[src/rtl/parking_pkg.sv]
// parking_pkg: shared types and constants for the parking entry/exit subsystem.
// Rev 1.0
`default_nettype none

package parking_pkg;

  typedef enum logic [2:0] {
    IDLE     = 3'd0,
    RAISING  = 3'd1,
    OPEN     = 3'd2,
    PASSING  = 3'd3,
    LOWERING = 3'd4
  } gate_state_t;

  localparam int GATE_MOVE_CYCLES = 4;
  localparam int GATE_OPEN_CYCLES = 16;

  // Lot capacity, shared with the space counters.
  localparam int LOT_CAPACITY = 64;
  localparam int LOT_COUNT_W  = $clog2(LOT_CAPACITY + 1);

  function automatic int timer_width(input int a, input int b);
    int m;
    m = (a > b) ? a : b;
    return (m <= 2) ? 1 : $clog2(m);
  endfunction

endpackage

`default_nettype wire

[src/rtl/parking_gate_ctrl_if.sv]
// parking_gate_ctrl_if: gate sensors/requests in, motor drive and counter pulses out.
// Rev 1.0
`default_nettype none

interface parking_gate_ctrl_if;
  logic request;
  logic space_avail;
  logic pass_sensor;
  logic motor_up;
  logic motor_down;
  logic barrier_open;
  logic deny;
  logic entry_pulse;
  logic timeout;

  modport master (
    input  request, space_avail, pass_sensor,
    output motor_up, motor_down, barrier_open, deny, entry_pulse, timeout
  );

  modport slave (
    output request, space_avail, pass_sensor,
    input  motor_up, motor_down, barrier_open, deny, entry_pulse, timeout
  );
endinterface

`default_nettype wire

[src/rtl/parking_gate_ctrl.sv]
// parking_gate_ctrl: entry barrier sequencer; pulses the space counter only after a confirmed pass.
// Rev 1.0
`default_nettype none

module parking_gate_ctrl
  import parking_pkg::*;
#(
  parameter int MOVE_CYCLES = GATE_MOVE_CYCLES,
  parameter int OPEN_CYCLES = GATE_OPEN_CYCLES
) (
  input  wire logic          clk,
  input  wire logic          reset,
  parking_gate_ctrl_if.master gate
);

  localparam int TW = timer_width(MOVE_CYCLES, OPEN_CYCLES);
  localparam logic [TW-1:0] MOVE_RELOAD = TW'(MOVE_CYCLES - 1);
  localparam logic [TW-1:0] OPEN_RELOAD = TW'(OPEN_CYCLES - 1);

  gate_state_t   state_q, state_n;
  logic [TW-1:0] timer_q, timer_n;
  logic          armed_q, armed_n;
  logic          entry_q, entry_n;
  logic          timeout_q, timeout_n;

  always_ff @(posedge clk) begin
    if (reset) begin
      state_q   <= IDLE;
      timer_q   <= '0;
      armed_q   <= 1'b1;
      entry_q   <= 1'b0;
      timeout_q <= 1'b0;
    end else begin
      state_q   <= state_n;
      timer_q   <= timer_n;
      armed_q   <= armed_n;
      entry_q   <= entry_n;
      timeout_q <= timeout_n;
    end
  end

  always_comb begin
    state_n   = state_q;
    timer_n   = timer_q;
    armed_n   = armed_q;
    entry_n   = 1'b0;
    timeout_n = 1'b0;
    // A car still at the gate after an abort must back off before it is admitted again.
    if (!gate.request) armed_n = 1'b1;
    case (state_q)
      IDLE: begin
        if (gate.request && armed_q && gate.space_avail) begin
          state_n = RAISING;
          timer_n = MOVE_RELOAD;
          armed_n = 1'b0;
        end
      end
      RAISING: begin
        if (timer_q == '0) begin
          state_n = OPEN;
          timer_n = OPEN_RELOAD;
        end else begin
          timer_n = timer_q - TW'(1);
        end
      end
      OPEN: begin
        if (gate.pass_sensor) begin
          state_n = PASSING;
        end else if (timer_q == '0) begin
          state_n   = LOWERING;
          timer_n   = MOVE_RELOAD;
          timeout_n = 1'b1;
        end else begin
          timer_n = timer_q - TW'(1);
        end
      end
      PASSING: begin
        if (!gate.pass_sensor) begin
          state_n = LOWERING;
          timer_n = MOVE_RELOAD;
          entry_n = 1'b1;
        end
      end
      LOWERING: begin
        // Beam broken under a descending barrier: reverse before the timer can finish.
        if (gate.pass_sensor) begin
          state_n = RAISING;
          timer_n = MOVE_RELOAD;
          armed_n = 1'b0;
        end else if (timer_q == '0) begin
          state_n = IDLE;
        end else begin
          timer_n = timer_q - TW'(1);
        end
      end
      default: begin
        state_n = IDLE;
        timer_n = '0;
      end
    endcase
  end

  assign gate.motor_up     = (state_q == RAISING);
  assign gate.motor_down   = (state_q == LOWERING);
  assign gate.barrier_open = (state_q == OPEN) || (state_q == PASSING);
  assign gate.deny         = (state_q == IDLE) && gate.request && armed_q && !gate.space_avail;
  assign gate.entry_pulse  = entry_q;
  assign gate.timeout      = timeout_q;

endmodule

`default_nettype wire
[src/flat_wrapper.sv]
// flat-port wrapper written by rule: the top's interface ports become plain ports
module parking_gate_ctrl_flat import parking_pkg::*;
#(
  parameter int MOVE_CYCLES = GATE_MOVE_CYCLES,
  parameter int OPEN_CYCLES = GATE_OPEN_CYCLES
)
  (clk, reset, gate_request, gate_space_avail, gate_pass_sensor, gate_motor_up, gate_motor_down, gate_barrier_open, gate_deny, gate_entry_pulse, gate_timeout);
  parking_gate_ctrl_if gate_i ();
  input  wire logic clk;
  input  wire logic reset;
  input wire logic [$bits(gate_i.request)-1:0] gate_request;
  input wire logic [$bits(gate_i.space_avail)-1:0] gate_space_avail;
  input wire logic [$bits(gate_i.pass_sensor)-1:0] gate_pass_sensor;
  output wire logic [$bits(gate_i.motor_up)-1:0] gate_motor_up;
  output wire logic [$bits(gate_i.motor_down)-1:0] gate_motor_down;
  output wire logic [$bits(gate_i.barrier_open)-1:0] gate_barrier_open;
  output wire logic [$bits(gate_i.deny)-1:0] gate_deny;
  output wire logic [$bits(gate_i.entry_pulse)-1:0] gate_entry_pulse;
  output wire logic [$bits(gate_i.timeout)-1:0] gate_timeout;
  assign gate_i.request = gate_request;
  assign gate_i.space_avail = gate_space_avail;
  assign gate_i.pass_sensor = gate_pass_sensor;
  assign gate_motor_up = gate_i.motor_up;
  assign gate_motor_down = gate_i.motor_down;
  assign gate_barrier_open = gate_i.barrier_open;
  assign gate_deny = gate_i.deny;
  assign gate_entry_pulse = gate_i.entry_pulse;
  assign gate_timeout = gate_i.timeout;
  parking_gate_ctrl #(.MOVE_CYCLES(MOVE_CYCLES), .OPEN_CYCLES(OPEN_CYCLES)) u_core (.clk(clk), .reset(reset), .gate(gate_i));
endmodule
[config.mk]
export PLATFORM = sky130hd
export DESIGN_NAME = parking_gate_ctrl_flat
export DESIGN_NICKNAME = d
export VERILOG_FILES = /design/src/rtl/parking_pkg.sv /design/src/rtl/parking_gate_ctrl_if.sv /design/src/rtl/parking_gate_ctrl.sv /design/src/flat_wrapper.sv
export SDC_FILE = /design/constraint.sdc
export NUM_CORES = 1
export LEC_CHECK = 0
export BUFFER_PORTS_ARGS = -buffer_cell sky130_fd_sc_hd__buf_2
export CORE_MARGIN = 5
export CORE_UTILIZATION = 30
export DETAILED_ROUTE_END_ITERATION = 16
export HOLD_SLACK_MARGIN = 0.06
export PLACE_DENSITY = 0.59
export SKIP_CTS_REPAIR_TIMING = 1
export SYNTH_ARGS = -nofsm -noshare
export SYNTH_HDL_FRONTEND = slang
export SYNTH_SLANG_ARGS = --single-unit
[constraint.sdc]
create_clock -name clk -period 5.2 [get_ports clk]
set_input_delay 1.04 -clock clk [delete_from_list [all_inputs] [get_ports clk]]
set_output_delay 1.04 -clock clk [all_outputs]
set_load 0.05 [all_outputs]
Word level (Yosys, flattened, before mapping)
Index checks and enable logic that the tools add are counted.
{ "classes": {"addsub": 1, "eq_ne": 11, "mux": 22, "bitwise": 2, "n_reduce_logical": 13} }
{ "op_table": {"columns": ["operator", "n"], "rows": [
  ["4-bit two-way mux", 7],
  ["3-bit two-way mux", 7],
  ["4-bit case mux with 5 select lines", 1],
  ["3-bit case mux with 5 select lines", 1],
  ["3-bit by 2-bit == test with 1-bit output (second input constant)", 2],
  ["3-bit by 2-bit != test with 1-bit output (second input constant)", 2],
  ["1-bit logical AND", 5],
  ["1-bit two-way mux", 5],
  ["5-bit AND reduction", 1],
  ["4-bit logical NOT", 1],
  ["2-bit by 1-bit != test with 1-bit output (second input constant)", 2],
  ["2-bit != test (second input constant)", 2],
  ["4-bit AND reduction", 1],
  ["4-bit by 1-bit subtractor with 4-bit output (second input constant)", 1],
  ["3-bit by 1-bit == test with 1-bit output (second input constant)", 1],
  ["3-bit == test (second input constant)", 1],
  ["3-bit logical NOT", 1],
  ["3-bit != test (second input constant)", 1],
  ["3-bit OR reduction", 1],
  ["1-bit inverter", 2],
  ["1-bit case mux with 2 select lines", 1],
  ["2-bit OR reduction", 1],
  ["1-bit logical NOT", 1],
  ["1-bit logical OR", 1]
]} }
{ "totals": {"regBits": 10, "inputBits": 5, "output_inout_bits": 6, "wordCells": 54} }

Depth between registers and ports, before layout
Gate-level depths: netlist of run 1.
{ "logic_depth": {"depth_word": 4, "mapped_depth": 7} }

Least setup slack after synthesis of run 1
No wires, ideal clock.
{ "synth_path": {"path_type": "input to output", "start": "input gate_space_avail", "end": "output gate_deny", "t_arrival_ns": 2.137, "t_required_ns": 4.160, "setup_slack_ns": 2.023, "stages": 1, "path_buffers": 0, "path_cell_list": "nor3_1"} }
{ "synth_between": {"elab_chain_len": 2} }
{ "synth_lines": {"columns": ["item", "line", "rtl"], "rows": [
  ["from (decl)", "flat_wrapper.sv:12", "input wire logic [$bits(gate_i.space_avail)-1:0] gate_space_avail;"],
  ["1-bit logical NOT", "parking_gate_ctrl.sv:106", "assign gate.deny = (state_q == IDLE) && gate.request && armed_q && !gate.space_avail;"],
  ["1-bit logical AND", "parking_gate_ctrl.sv:106", null],
  ["to (decl)", "flat_wrapper.sv:17", "output wire logic [$bits(gate_i.deny)-1:0] gate_deny;"]
]} }
No other way between the ends.

Worst setup path in the final report of run 1
{ "layout_path": {"start": "register u_core.state_q[2]", "end": "output gate_deny"} }
{ "layout_between": {"elab_chain_len": 4} }
{ "layout_lines": {"columns": ["item", "line", "rtl"], "rows": [
  ["from (decl)", "parking_gate_ctrl.sv:20", "gate_state_t state_q, state_n;"],
  ["from (signal assigned)", "parking_gate_ctrl.sv:34", "state_q <= state_n;"],
  ["3-bit logical NOT", "parking_gate_ctrl.sv:106", null],
  ["1-bit logical AND (3 in a row)", "parking_gate_ctrl.sv:106", null]
]} }
No other way between the ends.

==> metrics.md, run 1 <==
| Metric | Value |
|---|---|
| Outcome | `completed` |
| Routed wire length | `1.38 mm` |
| Nets@finish | `98` |
| DRC | `0` |
| Final instance area | `737 sq um` |
| Number of setup violations in the final report | `0` |
| Cell taking the most area after synthesis | `sky130_fd_sc_hd__dfxtp_1` |
| Total inserted antenna cells | `0` |
| Wire length of the first global-routing pass | `2.47 mm` |
| Commonest cells after routing, fill and taps aside | `10 x sky130_fd_sc_hd__buf_2, 10 x sky130_fd_sc_hd__dfxtp_1, 9 x sky130_fd_sc_hd__nor2_1` |
| DR WL/cell | `11.8 um` |
| Max-cap check violation count | `0` |
| Worst-case vdd ir drop | `233 uV` |
| Clock edge transition at the registers on the reported setup and hold paths | `0.07 ns` |
| H-tree level count | `1` |
| Die footprint | `3210 sq um` |
| RSZ-0062 raised after global routing | `no` |
| Ratio of cells with drive above 1 in the final layout | `27.8%` |
| Maximum count of clock buffers along a single path | `2` |
| Via density | `5.06` |
| Sequential share of the synthesized area | `30.7%` |
| Cell types with the largest area share after synthesis | `sky130_fd_sc_hd__dfxtp_1 31%, sky130_fd_sc_hd__nor2_1 5.2%, sky130_fd_sc_hd__o21ai_0 4.6%` |
| Clock buffer count from CTS | `3` |
| Total power draw | `0.464 mW` |
| # IOs | `11` |
| Crit-path max cell delay | `0.48 ns` |
| Largest net degree at the start of global routing | `17` |
| Worst Setup Slack post-DPL | `2.57 ns` |
| Number of storage elements in the synthesis netlist | `10` |
| Worst hold slack across all endpoints | `0.502 ns` |
| Minimum setup slack in the final design | `2.52 ns` |
| Cell total after placement | `114` |
| Buffer cell driving the clock tree root | `sky130_fd_sc_hd__clkbuf_4` |
| Number of global-route vias before repair | `591` |
| Crit start category | `flip-flop` |
| Fin. max-slew vios | `0` |
| Initial core utilization | `32.3%` |
| Skew final | `0.000567 ns` |
| WP buf/inv | `1` |
| Static Leakage | `0.288 nW` |
| Tightest Hold Check Type | `flip-flop to flip-flop` |
| CTS tree | `done` |
| Main flop type after synthesis | `sky130_fd_sc_hd__dfxtp_1` |
| DP Area | `714 sq um` |
| Final Hold Viols | `0` |
| Half-perimeter wire length of the detailed placement result | `1.01 mm` |
| Area growth from synthesis to layout | `12.8%` |
| Number of clock sinks | `10` |
| Worst path slowest cell | `sky130_fd_sc_hd__dfxtp_1` |
| First-pass DRT Iterations | `4` |
| Yosys top cell area share | `30.7%` |
| Least-Margin Pin Slew | `0.532 ns` |
| Type of the worst setup path | `flip-flop to primary output` |
| Worst skew pair latency | `0.26 ns` |
| Number of antenna violations at the first check in global routing | `0` |
| Count of input and output buffers | `10` |
| Endpoint kind of the worst setup timing path | `primary output` |
| Post-synthesis cell type count | `35` |
| Critical Path, Cell by Cell | `or3_1, nor3_1, buf_2` |
| Critical Path RT | `4.16 ns` |
| Async S/R FF share, synth | `0%` |
| Post-route non-filler standard cell count | `117` |
| Cells after Synth | `81` |
| Net count of the mapped netlist | `87` |
| Final Cycle Share | `51.5%` |
| Total vias in the final route | `592` |
| Synth warn | `0` |
| Sum of negative setup slack | `0 ns` |
| Aggregate global-route resource usage | `9.54%` |
| Worst-case register-to-register setup slack | `3.30 ns` |
| Count of antenna-violating nets left after detailed routing | `0` |
| Core Box Area | `2020 sq um` |
| Synthesized area per cell | `8.06 sq um` |
| Maximum frequency from static timing analysis | `373 MHz` |
| Final Core Density | `36.4%` |
| Post-layout minimum cycle time | `2.68 ns` |
| Kind of cell adding the most delay to the critical path | `simple AND/OR/NAND/NOR gates` |
| Die height | `56.7 um` |
| Number of enable flip-flop cells after synthesis | `0` |
| Relative slew margins | `64.5%` |
| Final global-route overflow total | `0` |
| Cell area after technology mapping | `653 sq um` |
| Pwr/cell area | `629 nW/um^2` |
| Routability cong. | `0.761` |
| Number of placement rows | `16` |
| Worst-path maximum fanout | `16` |
| Drt initial violations | `6` |
| Arrival time at the worst endpoint | `1.64 ns` |
| Width of the die | `56.7 um` |
==> power breakdown <==
group	switching (mW)	internal [mW]	leakage [nW]	total, mW
registers	0.0441	0.101	0.0819	0.145
clock network	0.0272	0.0267	0.0138	0.0539
logic	0.154	0.111	0.193	0.265
total	0.226	0.238	0.288	0.464
==> kinds of logic after synthesis <==
logic type                 Yosys count  synth area share [%]
buffers and inverters                8                  5.75
adders and majority gates            1                  1.92
DFF                                 10                  30.7
AOI/OAI and AO/OA                   23                  24.1
and+or+nand+nor                     39                  37.6
==> layer usage <==
| layer | share of wire [%] | GRT usage (%) | vias up |
|---|---|---|---|
| met5 | 0 | 0 | - |
| met4 | 1.6 | 6.10 | 0 |
| met3 | 3.2 | 1.61 | 2 |
| met2 | 45 | 14.4 | 7 |
| met1 | 50 | 12.4 | 268 |
| li1 | - | - | 315 |
==> cell type report <==
class	instances	area (sq um)
flip-flops and latches	10	200
well taps	27	33.8
clock buffers	3	22.5
inverters	4	15.0
multi-input cells	63	415
fillers	227	1280
repair buffers	10	50.0
==> cells in the mapped netlist (all sizes together), types with 2 or more instances <==
library cell and instances:
a211oi 2, a21oi 5, a311oi 2, clkbuf 3, dfxtp 10, inv 4
nand2 7, nand3 2, nand3b 3, nor2 9, nor3 4, nor3b 3
o21ai 6, or2 3, or3b 2
==> tightest hold or removal path, stage by stage, from the launching register on <==
cell,delay [ns]
sky130_fd_sc_hd__dfxtp_1,0.34
sky130_fd_sc_hd__nand2_1,0.06
sky130_fd_sc_hd__a21oi_1,0.05
==> sequential cells by signal, summed over array words and instances (netlist names) <==
| signal | cells |
|---|---|
| u_core.armed_q | 1 |
| u_core.state_q | 3 |
| u_core.gate.entry_pulse | 1 |
| u_core.gate.timeout | 1 |
| u_core.timer_q | 4 |
==> worst paths after layout <==
kind                     start                end  cells after the start
max          u_core.state_q[2]          gate_deny                      3
min          u_core.timer_q[1]  u_core.timer_q[1]                      2
max reg2reg  u_core.timer_q[0]  u_core.timer_q[2]                      7
min reg2reg  u_core.timer_q[1]  u_core.timer_q[1]                      2
No activity file was read; power rests on OpenSTA's default activity.
==> run 2, diff against run 1 <==
ABC_AREA = 1   (was not set)
PLACE_DENSITY = 0.6   (was 0.59)
clock period = 2.4 ns   (was 5.2 ns; I/O delays follow)
==> metrics.md, run 2 <==
| Metric | Value |
|---|---|
| Cell with the most instances after synthesis | `sky130_fd_sc_hd__nand2_1` |
| Outcome | `completed` |
| Critical Path RT | `1.92 ns` |
| Async S/R FF share, synth | `0%` |
| Sequential share of the synthesized area | `28.4%` |
| Number of clock sinks | `10` |
| Core Box Area | `2230 sq um` |
| Main flop type after synthesis | `sky130_fd_sc_hd__dfxtp_1` |
| Area growth from synthesis to layout | `14.6%` |
| Cell taking the most area after synthesis | `sky130_fd_sc_hd__dfxtp_1` |
| Post-layout minimum cycle time | `1.88 ns` |
| Flip-flop count of the largest register, all copies and words added | `4` |
| Reg power frac | `23.5%` |
| Proportion of power drawn by the clock network | `12.5%` |
| DR WL/cell | `10.8 um` |
| Arrival time at the worst endpoint | `1.40 ns` |
| Combinational Power Share | `63.9%` |
| Commonest cells in the synthesized netlist | `33 x sky130_fd_sc_hd__nand2_1, 12 x sky130_fd_sc_hd__nand3_1, 11 x sky130_fd_sc_hd__inv_1, 11 x sky130_fd_sc_hd__nor2_1, 10 x sky130_fd_sc_hd__dfxtp_1` |
| Count of antenna-violating nets left after detailed routing | `0` |
| Skew final | `0.000461 ns` |
| Number of global-route vias before repair | `694` |
| H-tree level count | `1` |
| Worst path slowest cell | `sky130_fd_sc_hd__dfxtp_1` |
| P_int | `0.550 mW` |
| Yosys top cell area share | `28.4%` |
| Maximum frequency from static timing analysis | `532 MHz` |
| Routed wire length | `1.67 mm` |
| Endpoint kind of the worst setup timing path | `primary output` |
| Biggest register | `u_core.timer_q` |
| Maximum count of clock buffers along a single path | `2` |
| Number of enable flip-flop cells after synthesis | `0` |
| Final Cycle Share | `78.3%` |
| Die footprint | `3420 sq um` |
| DRC | `0` |
| Pwr/cell area | `1450 nW/um^2` |
| CTS tree | `done` |
| Most common cell after layout, fill and taps aside | `sky130_fd_sc_hd__nand2_1` |
| Total vias in the final route | `761` |
| Nets@finish | `134` |
| Worst Setup Slack post-DPL | `0.802 ns` |
| Final Core Density | `36.1%` |
| Commonest cells after routing, fill and taps aside | `33 x sky130_fd_sc_hd__nand2_1, 12 x sky130_fd_sc_hd__nand3_1, 11 x sky130_fd_sc_hd__inv_1, 11 x sky130_fd_sc_hd__nor2_1` |
| Timing startpoint of the critical path | `u_core.state_q[0]` |
| Number of setup violations in the final report | `0` |
| Worst hold slack across all endpoints | `0.465 ns` |
| Count of input and output buffers | `10` |
| Half-perimeter wire length of the detailed placement result | `1.36 mm` |
| Cells after Synth | `115` |
| Worst-path maximum fanout | `7` |
| Startpoint of the lowest-slack register-to-register path | `u_core.timer_q[0]` |
| Least-Margin Pin Slew | `0.300 ns` |
| Capturing instance or port of the critical path | `gate_deny` |
| Critical Path, Cell by Cell | `nor2_2, nand2_1, nor3_1, buf_2` |
| Reg2reg path depth | `10` |
| Minimum setup slack in the final design | `0.522 ns` |
| First-pass DRT Iterations | `4` |
| Static Leakage | `0.418 nW` |
| Clock buffer count from CTS | `3` |
| Die height | `58.5 um` |
| Net count of the mapped netlist | `121` |
| Drt initial violations | `33` |
| Width of the die | `58.5 um` |
| Largest registers | `u_core.timer_q (4), u_core.state_q (3)` |
| Type of the worst setup path | `flip-flop to primary output` |
| Aggregate global-route resource usage | `10.4%` |
| Initial core utilization | `31.5%` |
| Routability cong. | `0.844` |
| Number of antenna violations at the first check in global routing | `0` |
| Ratio of cells with drive above 1 in the final layout | `23.6%` |
| Tightest Hold Check Type | `input port to flip-flop` |
| Final Hold Viols | `0` |
| Cell area after technology mapping | `704 sq um` |
| Clock edge transition at the registers on the reported setup and hold paths | `0.06 ns` |
| Post-synthesis cell type count | `19` |
| Via density | `4.91` |
| Switching power as a share of total power | `53.0%` |
| Fin. max-slew vios | `0` |
| Crit start category | `flip-flop` |
| Terminus of the critical flop-to-flop path | `u_core.timer_q[2]` |
| Synthesized area per cell | `6.13 sq um` |
| Sum of negative setup slack | `0 ns` |
| Switching Power | `0.621 mW` |
| Worst skew pair latency | `0.26 ns` |
| Number of placement rows | `17` |
| RSZ-0062 raised after global routing | `no` |
| Largest net degree at the start of global routing | `13` |
| Synth warn | `0` |
| Total inserted antenna cells | `0` |
| Number of storage elements in the synthesis netlist | `10` |
| Worst-case register-to-register setup slack | `0.91 ns` |
| Worst-case vdd ir drop | `554 uV` |
| Wire length of the first global-routing pass | `2.82 mm` |
| Buffer cell driving the clock tree root | `sky130_fd_sc_hd__clkbuf_4` |
| Crit-path max cell delay | `0.39 ns` |
| # IOs | `11` |
| Final global-route overflow total | `0` |
| Relative slew margins | `79.9%` |
| Cell types with the largest area share after synthesis | `sky130_fd_sc_hd__dfxtp_1 28%, sky130_fd_sc_hd__nand2_1 18%, sky130_fd_sc_hd__nand3_1 8.5%` |
| Max-cap check violation count | `0` |
-- run 2: changes by cell type in the layout (fill, tap and decap cells not counted), sizes merged, moves of 3 or more --
cell and delta:
nand2 +31, nand3 +12, inv +11, nor2 +7, nand4 +4, nand3b -3, nor3b -3, or2 -3
-- run 2: how the worst min path moves through the flow --
stage | start | end | slack (ns) | cells past startpoint
after floorplan | u_core.timer_q[0] | u_core.timer_q[0] | 0.44 | 2
after global placement | u_core.timer_q[0] | u_core.timer_q[0] | 0.46 | 2
after detailed placement | u_core.timer_q[0] | u_core.timer_q[0] | 0.47 | 2
after CTS | reset | u_core.timer_q[1] | 0.45 | 2
after global routing | reset | u_core.timer_q[0] | 0.47 | 2
final | reset | u_core.timer_q[1] | 0.47 | 2
-- run 2: cell families after synthesis --
group | share of synthesized area, %
AND/OR/NAND/NOR | 50.3
flip-flops | 28.4
adder cells (fa/ha/maj) | 1.78
AO/OA/AOI/OAI | 8.88
buffers and inverters | 10.7
-- run 2: metrics by stage --
step,total power [mW],cells,cell area (sq um)
after floorplan,0.893,115,704
after global placement,1.02,151,771
after detailed placement,1.02,151,771
after CTS,1.18,155,807
after global routing,1.29,155,807
final,1.17,155,807
-- run 2: layer usage --
layer  vias up  track usage (%)  routed length, um
met4         0             2.65                  9
met5         -                0                  0
met2        21             17.9                832
met3         2             3.51                 90
met1       343             12.3                739
li1        395                -                  -
-- run 2: area by class of cell --
| cell class | count | area, sq um |
|---|---|---|
| Sequential cell | 10 | 200 |
| Timing Repair Buffer | 10 | 50.0 |
| Clock buffer | 4 | 36.3 |
| Fill cell | 255 | 1430 |
| Multi-Input combinational cell | 88 | 429 |
| Tap cell | 28 | 35.0 |
| Inverter | 15 | 56.3 |
-- run 2: worst max-delay path, delay by kind of cell (launching register included) --
kind / cells / cell delay, ns
buffers and inverters: 1 / 0.28
flip-flops: 1 / 0.39
AND/OR/NAND/NOR: 3 / 0.47
-- run 2: power by group through the flow --
stage                     combinational, mW  clock (mW)  sequential (mW)
after floorplan                       0.629           0            0.264
after global placement                0.742           0            0.275
after detailed placement              0.743           0            0.278
after CTS                             0.747       0.155            0.274
after global routing                  0.848       0.162            0.283
final                                 0.748       0.147            0.275
